===== config.mk =====
export PLATFORM = sky130hd
export DESIGN_NAME = ps2_host_tx_flat
export DESIGN_NICKNAME = d
export VERILOG_FILES = /design/src/rtl/ps2_host_tx_if.sv /design/src/rtl/ps2_host_tx.sv /design/src/flat_wrapper.sv
export SDC_FILE = /design/constraint.sdc
export NUM_CORES = 1
export LEC_CHECK = 0
export CORE_MARGIN = 5
export CORE_UTILIZATION = 62
export DETAILED_ROUTE_END_ITERATION = 8
export DONT_BUFFER_PORTS = 1
export GPL_ROUTABILITY_DRIVEN = 0
export PLACE_DENSITY = 0.89
export SYNTH_ARGS = -nofsm -noshare
export SYNTH_HDL_FRONTEND = slang
export SYNTH_SLANG_ARGS = --single-unit

===== constraint.sdc =====
create_clock -name clk_board -period 2.3 [get_ports clk_board]
set_clock_uncertainty 0.2 [all_clocks]
set_input_delay 0.46 -clock clk_board [delete_from_list [all_inputs] [get_ports clk_board]]
set_output_delay 0.46 -clock clk_board [all_outputs]
set_load 0.005 [all_outputs]

===== src/rtl/ps2_host_tx_if.sv =====
// Command handshake and status bundle for the PS/2 host transmitter.
// The master side offers bytes; the slave side (transmitter) reports status.
interface ps2_host_tx_if;
   logic [7:0] tx_data;
   logic       tx_valid;
   logic       tx_ready;
   logic       busy;
   logic       done;
   logic       err_timeout;
   logic       err_nack;

   modport master (
      output tx_data,
      output tx_valid,
      input  tx_ready,
      input  busy,
      input  done,
      input  err_timeout,
      input  err_nack
   );

   modport slave (
      input  tx_data,
      input  tx_valid,
      output tx_ready,
      output busy,
      output done,
      output err_timeout,
      output err_nack
   );
endinterface


===== src/rtl/ps2_host_tx.sv =====
// PS/2 host-to-device command transmitter (inhibit, RTS, 11 device clocks, ACK).
// Define PS2_ACK_CHECK_EN to flag a missing device ACK on err_nack.
module ps2_host_tx #(
   parameter int INHIBIT_CYCLES = 5000,
   parameter int TIMEOUT_CYCLES = 750000
) (
   input  logic clk_board,
   input  logic reset,
   ps2_host_tx_if.slave tx,
   input  logic ps2_clk_in,
   input  logic ps2_data_in,
   output logic ps2_clk_oe,
   output logic ps2_data_oe
);

   localparam int MAXC = (INHIBIT_CYCLES > TIMEOUT_CYCLES) ?
                         INHIBIT_CYCLES : TIMEOUT_CYCLES;
   localparam int CW = $clog2(MAXC + 1);
   localparam logic [CW-1:0] INH_LAST = CW'(INHIBIT_CYCLES - 1);
   localparam logic [CW-1:0] TMO_LAST = CW'(TIMEOUT_CYCLES - 1);
   localparam logic [CW-1:0] CNT_ONE  = CW'(1);

   typedef enum logic [2:0] {
      IDLE, INHIBIT, RTS, BITS, WAIT_IDLE
   } state_t;

   state_t state, state_d;

   logic          clk_meta, clk_sync, clk_prev;
   logic          data_meta, data_sync;
   logic          fall;
   logic [7:0]    shift;
   logic          parity;
   logic [3:0]    bit_idx;
   logic [CW-1:0] cnt, cnt_d;
   logic          data_q;
   logic          done_q;
   logic          err_timeout_q;
   logic          accept;
   logic          timeout;
   logic          finish;

   // Idle lines read high, so the synchroniser resets to 1 to avoid a false fall.
   always_ff @(posedge clk_board) begin
      if (reset) begin
         clk_meta  <= 1'b1;
         clk_sync  <= 1'b1;
         clk_prev  <= 1'b1;
         data_meta <= 1'b1;
         data_sync <= 1'b1;
      end else begin
         clk_meta  <= ps2_clk_in;
         clk_sync  <= clk_meta;
         clk_prev  <= clk_sync;
         data_meta <= ps2_data_in;
         data_sync <= data_meta;
      end
   end

   assign fall = clk_prev & ~clk_sync;

   always_ff @(posedge clk_board) begin
      if (reset) state <= IDLE;
      else       state <= state_d;
   end

   always_comb begin
      state_d = state;
      accept  = 1'b0;
      timeout = 1'b0;
      finish  = 1'b0;
      cnt_d   = cnt + CNT_ONE;
      unique case (state)
         IDLE: begin
            cnt_d = '0;
            if (tx.tx_valid && !done_q) begin
               accept  = 1'b1;
               state_d = INHIBIT;
            end
         end
         INHIBIT: begin
            if (cnt == INH_LAST) begin
               cnt_d   = '0;
               state_d = RTS;
            end
         end
         RTS: begin
            cnt_d   = '0;
            state_d = BITS;
         end
         BITS: begin
            if (fall) begin
               cnt_d = '0;
               if (bit_idx == 4'd10) state_d = WAIT_IDLE;
            end else if (cnt == TMO_LAST) begin
               timeout = 1'b1;
               state_d = IDLE;
            end
         end
         WAIT_IDLE: begin
            if (clk_sync && data_sync) begin
               finish  = 1'b1;
               state_d = IDLE;
            end else if (fall) begin
               cnt_d = '0;
            end else if (cnt == TMO_LAST) begin
               timeout = 1'b1;
               state_d = IDLE;
            end
         end
         default: state_d = IDLE;
      endcase
   end

   always_ff @(posedge clk_board) begin
      if (reset) begin
         cnt           <= '0;
         shift         <= '0;
         parity        <= 1'b0;
         bit_idx       <= '0;
         data_q        <= 1'b0;
         done_q        <= 1'b0;
         err_timeout_q <= 1'b0;
      end else begin
         cnt    <= cnt_d;
         done_q <= timeout | finish;
         if (accept) begin
            shift         <= tx.tx_data;
            parity        <= ~^tx.tx_data;
            bit_idx       <= '0;
            err_timeout_q <= 1'b0;
         end
         if (timeout) err_timeout_q <= 1'b1;
         if (state == RTS) begin
            data_q  <= 1'b1;
            bit_idx <= '0;
         end
         // Each fall presents the next frame bit: data, parity, then stop.
         if (state == BITS && fall && bit_idx != 4'd10) begin
            bit_idx <= bit_idx + 4'd1;
            if (bit_idx < 4'd8)       data_q <= ~shift[bit_idx[2:0]];
            else if (bit_idx == 4'd8) data_q <= ~parity;
            else                      data_q <= 1'b0;
         end
      end
   end

`ifdef PS2_ACK_CHECK_EN
   logic err_nack_q;

   always_ff @(posedge clk_board) begin
      if (reset) begin
         err_nack_q <= 1'b0;
      end else if (accept) begin
         err_nack_q <= 1'b0;
      end else if (state == BITS && fall && bit_idx == 4'd10) begin
         err_nack_q <= data_sync;
      end
   end

   assign tx.err_nack = err_nack_q;
`else
   assign tx.err_nack = 1'b0;
`endif

   assign tx.tx_ready    = (state == IDLE) & ~done_q;
   assign tx.busy        = (state != IDLE);
   assign tx.done        = done_q;
   assign tx.err_timeout = err_timeout_q;

   assign ps2_clk_oe  = (state == INHIBIT) | (state == RTS);
   assign ps2_data_oe = (state == RTS) | ((state == BITS) & data_q);

endmodule


===== src/flat_wrapper.sv =====
// flat-port wrapper written by rule: the top's interface ports become plain ports
module ps2_host_tx_flat 
#(
   parameter int INHIBIT_CYCLES = 5000,
   parameter int TIMEOUT_CYCLES = 750000
)
  (clk_board, reset, ps2_clk_in, ps2_data_in, ps2_clk_oe, ps2_data_oe, tx_tx_data, tx_tx_valid, tx_tx_ready, tx_busy, tx_done, tx_err_timeout, tx_err_nack);
  ps2_host_tx_if tx_i ();
  input  logic clk_board;
  input  logic reset;
  input  logic ps2_clk_in;
  input  logic ps2_data_in;
  output logic ps2_clk_oe;
  output logic ps2_data_oe;
  input wire logic [$bits(tx_i.tx_data)-1:0] tx_tx_data;
  input wire logic [$bits(tx_i.tx_valid)-1:0] tx_tx_valid;
  output wire logic [$bits(tx_i.tx_ready)-1:0] tx_tx_ready;
  output wire logic [$bits(tx_i.busy)-1:0] tx_busy;
  output wire logic [$bits(tx_i.done)-1:0] tx_done;
  output wire logic [$bits(tx_i.err_timeout)-1:0] tx_err_timeout;
  output wire logic [$bits(tx_i.err_nack)-1:0] tx_err_nack;
  assign tx_i.tx_data = tx_tx_data;
  assign tx_i.tx_valid = tx_tx_valid;
  assign tx_tx_ready = tx_i.tx_ready;
  assign tx_busy = tx_i.busy;
  assign tx_done = tx_i.done;
  assign tx_err_timeout = tx_i.err_timeout;
  assign tx_err_nack = tx_i.err_nack;
  ps2_host_tx #(.INHIBIT_CYCLES(INHIBIT_CYCLES), .TIMEOUT_CYCLES(TIMEOUT_CYCLES)) u_core (.clk_board(clk_board), .reset(reset), .tx(tx_i), .ps2_clk_in(ps2_clk_in), .ps2_data_in(ps2_data_in), .ps2_clk_oe(ps2_clk_oe), .ps2_data_oe(ps2_data_oe));
endmodule

==> impl_metrics.ini <==
[cells_and_area]
layout.nets = 265
antenna_cells = 0
drive_gt1_share_pct = 10.4
n_fill_cell = 277
fin_area_um2 = 2280
final_cells = 296
area_delta_synth_final_pct = 6.55
utilization_pct = 68.4

[synthesis]
synth_flop_cell = dfxtp_1
synth_commonest_cells = dfxtp_1, nor2_1, xnor2_1
synth_edf_count = 0
syn_area_per_cell_um2 = 8.63
ys_warn_count = 0
synth_area_leaders = dfxtp_1, xnor2_1, nor2_1
yosysMostFrequentCell = dfxtp_1
synth_cell_type_count = 43
syn-cell-area_um2 = 2140
synth_nets = 264
ys_seq_area_share_pct = 41.1
ys_ff_latch = 44
synth_top_area_share_pct = 41.1
yosys.area.top_type = dfxtp_1
synthCells = 248
async_reset_ff_share_pct = 0

[grt]
grt_pass1_vias = 1551
antenna_found_initial = 0
grt_pass1_wl_mm = 7.18
grt_use_total_pct = 20.4
grt_max_degree = 23
grt_overflow = 0

[sta]
fmax_ghz = 0.467
setup_violations = 0
relSlewSlack_pct = 48.4
finalCriticalPeriod_ns = 2.14
fin_tns_setup_ns = 0
finalHoldViolCount = 0
rsz0062_at_grt = no
slew_violations = 0
timing.final.crit_share_pct = 93.1
hold_ws_ns = 0.0562
worst_slew_pin_slew_ns = 0.772

[detailed_routing]
wl_per_cell_um = 13.7
drt_first_pass_iters = 4
viasPerCell = 5.60
drc = 0
vias = 1657
ant_nets = 0
drt_iter0_markers = 134
drt_wl_total_mm = 4.06

[worst_setup_path]
critPathArrivalTime_ns = 2.24
start_kind = flip-flop
worstPathRequired_ns = 2.40
cp_slowest_cell = or3_4
cp_num_buf_inv = 0
crit_chain = ha_1, and4_1, nor4b_2, nand2_2, or3_4, a21oi_2
cp_slowest_stage_delay_ns = 0.40
crit_family = simple AND/OR/NAND/NOR gates
worstPathMaxFanout = 4
end_kind = flip-flop
worstSetupPathType = flip-flop to flip-flop

[outcome]
status = finished, final reports clean

[cts]
cts_buffers = 5
numClockSinks = 44
cts.path.max_buffers = 2
path_clk_slew_ns = 0.13
cts_tree = done
ctsRootBufferMaster = clkbuf_4
clk_latency_ns = 0.36
post-cts-setup-buffers = 0
ctsHtreeMaxLevel = 2

[floorplanning]
die_w_um = 68.8
row_count = 21
core-area_um2 = 3340
start_util_pct = 64.2
pin_count = 20
die_area_um2 = 4730
die_h_um = 68.8

[power]
p_leak_nw = 0.814
power.density_nw_per_um2 = 791
ir_drop_mv = 0.654

[placement]
placed_area_um2 = 2170
place_hpwl_mm = 2.91
io_buffers = 0
dp.cells = 285

[hold_path]
hp-class = input port to flip-flop

[run]
cap_violations = 0
-- layout by cell type (no fill, tap or decap), types with 2 or more instances in the layout --
cell           netlist  routed
a21oi_1             11      11
a21oi_2              2       2
a311oi_1             3       3
a31oi_1              4       4
and2_1               2       2
and3_1               3       3
buf_4                1       3
clkbuf_4             0       5
dfxtp_1             44      44
dlygate4sd3_1        0       3
ha_1                 3       3
inv_1               11      11
mux2i_1              9       9
mux4_2               2       2
nand2_1              9       9
nand2b_1             4       4
nand3_1             10      10
nand4_1              3       3
nor2_1              43      43
nor2b_1              3       3
nor3_1               9       9
nor3b_1              2       2
nor4_1               5       4
o21ai_0              4       4
o21ai_1              3       3
or2_2                5       5
or3_1                3       3
xnor2_1             22      22
xor2_1               4       4
-- report_power, final --
group,leakage (nW),switching (mW),internal (mW),total [mW]
Sequential,0.357,0.0669,0.827,0.894
Combinational,0.414,0.240,0.203,0.443
Clock,0.0422,0.239,0.228,0.467
-- layout make-up --
cell class | instances | area [um2] | area share [%]
sequential | 44 | 881 | 38.6
timing repair buffer | 6 | 52.6 | 2.30
clock buffer | 6 | 41.3 | 1.81
tap | 46 | 57.6 | 2.52
inverter | 11 | 41.3 | 1.81
multi-input combinational | 181 | 1170 | 51.4
clock inverter | 2 | 35.0 | 1.54
-- worst paths after layout --
| check | startpoint | end | slack [ns] | depth (start not counted) |
|---|---|---|---|---|
| min reg2reg | u_core.clk_meta$_SDFF_PP1_ | u_core.clk_sync$_SDFF_PP1_ | 0.22 | 1 |
| max | u_core.cnt[0]$_SDFF_PP0_ | u_core.tx.err_timeout$_SDFFE_PP0P_ | 0.16 | 6 |
| max reg2reg | u_core.cnt[0]$_SDFF_PP0_ | u_core.tx.err_timeout$_SDFFE_PP0P_ | 0.16 | 6 |
| min | tx_tx_data[3] | u_core.shift[3]$_SDFFE_PP0P_ | 0.06 | 2 |
-- repair_timing --
item	CTS	global route
resized for setup	0	1
hold endpoints to repair	22	0
hold buffers	3	0
endpoints found under the setup margin	0	18
-- metal layers --
| metal | GRT usage [%] | part of all wire, % | up-vias |
|---|---|---|---|
| li1 | - | - | 850 |
| met1 | 26.7 | 46 | 763 |
| met2 | 31.6 | 47 | 37 |
| met3 | 6.16 | 5.3 | 7 |
| met4 | 7.79 | 1.5 | 0 |
| met5 | 0 | 0 | - |
-- registers in the layout, summed over array words and instances, names as in the netlist --
register               count
u_core.cnt                20
u_core.state               3
u_core.tx.done             1
u_core.clk_prev            1
u_core.clk_meta            1
u_core.tx.err_timeout      1
u_core.data_sync           1
u_core.bit_idx             4
u_core.clk_sync            1
u_core.shift               8
u_core.parity              1
u_core.data_q              1
u_core.data_meta           1
-- cells by family (layout without fill, tap and decap cells) --
family | count (synthesis) | after routing | synth area share (%)
adder cells (fa/ha/maj) | 3 | 3 | 1.75
XOR/XNOR | 26 | 26 | 10.6
AO/OA/AOI/OAI | 30 | 30 | 8.59
AND/OR/NAND/NOR | 110 | 110 | 27.0
multiplexers | 11 | 11 | 6.31
other | 1 | 1 | 0.175
flip-flops | 44 | 44 | 41.1
buffers and inverters | 23 | 25 | 4.38
-- per-stage QoR --
stage	setup WS, ns	power [mW]
floorplan	0.290	1.27
global placement	0.187	1.33
detailed placement	0.145	1.34
CTS	0.125	1.82
global route	0.0410	1.93
finish	0.160	1.80
No activity file was read; power rests on OpenSTA's default activity.
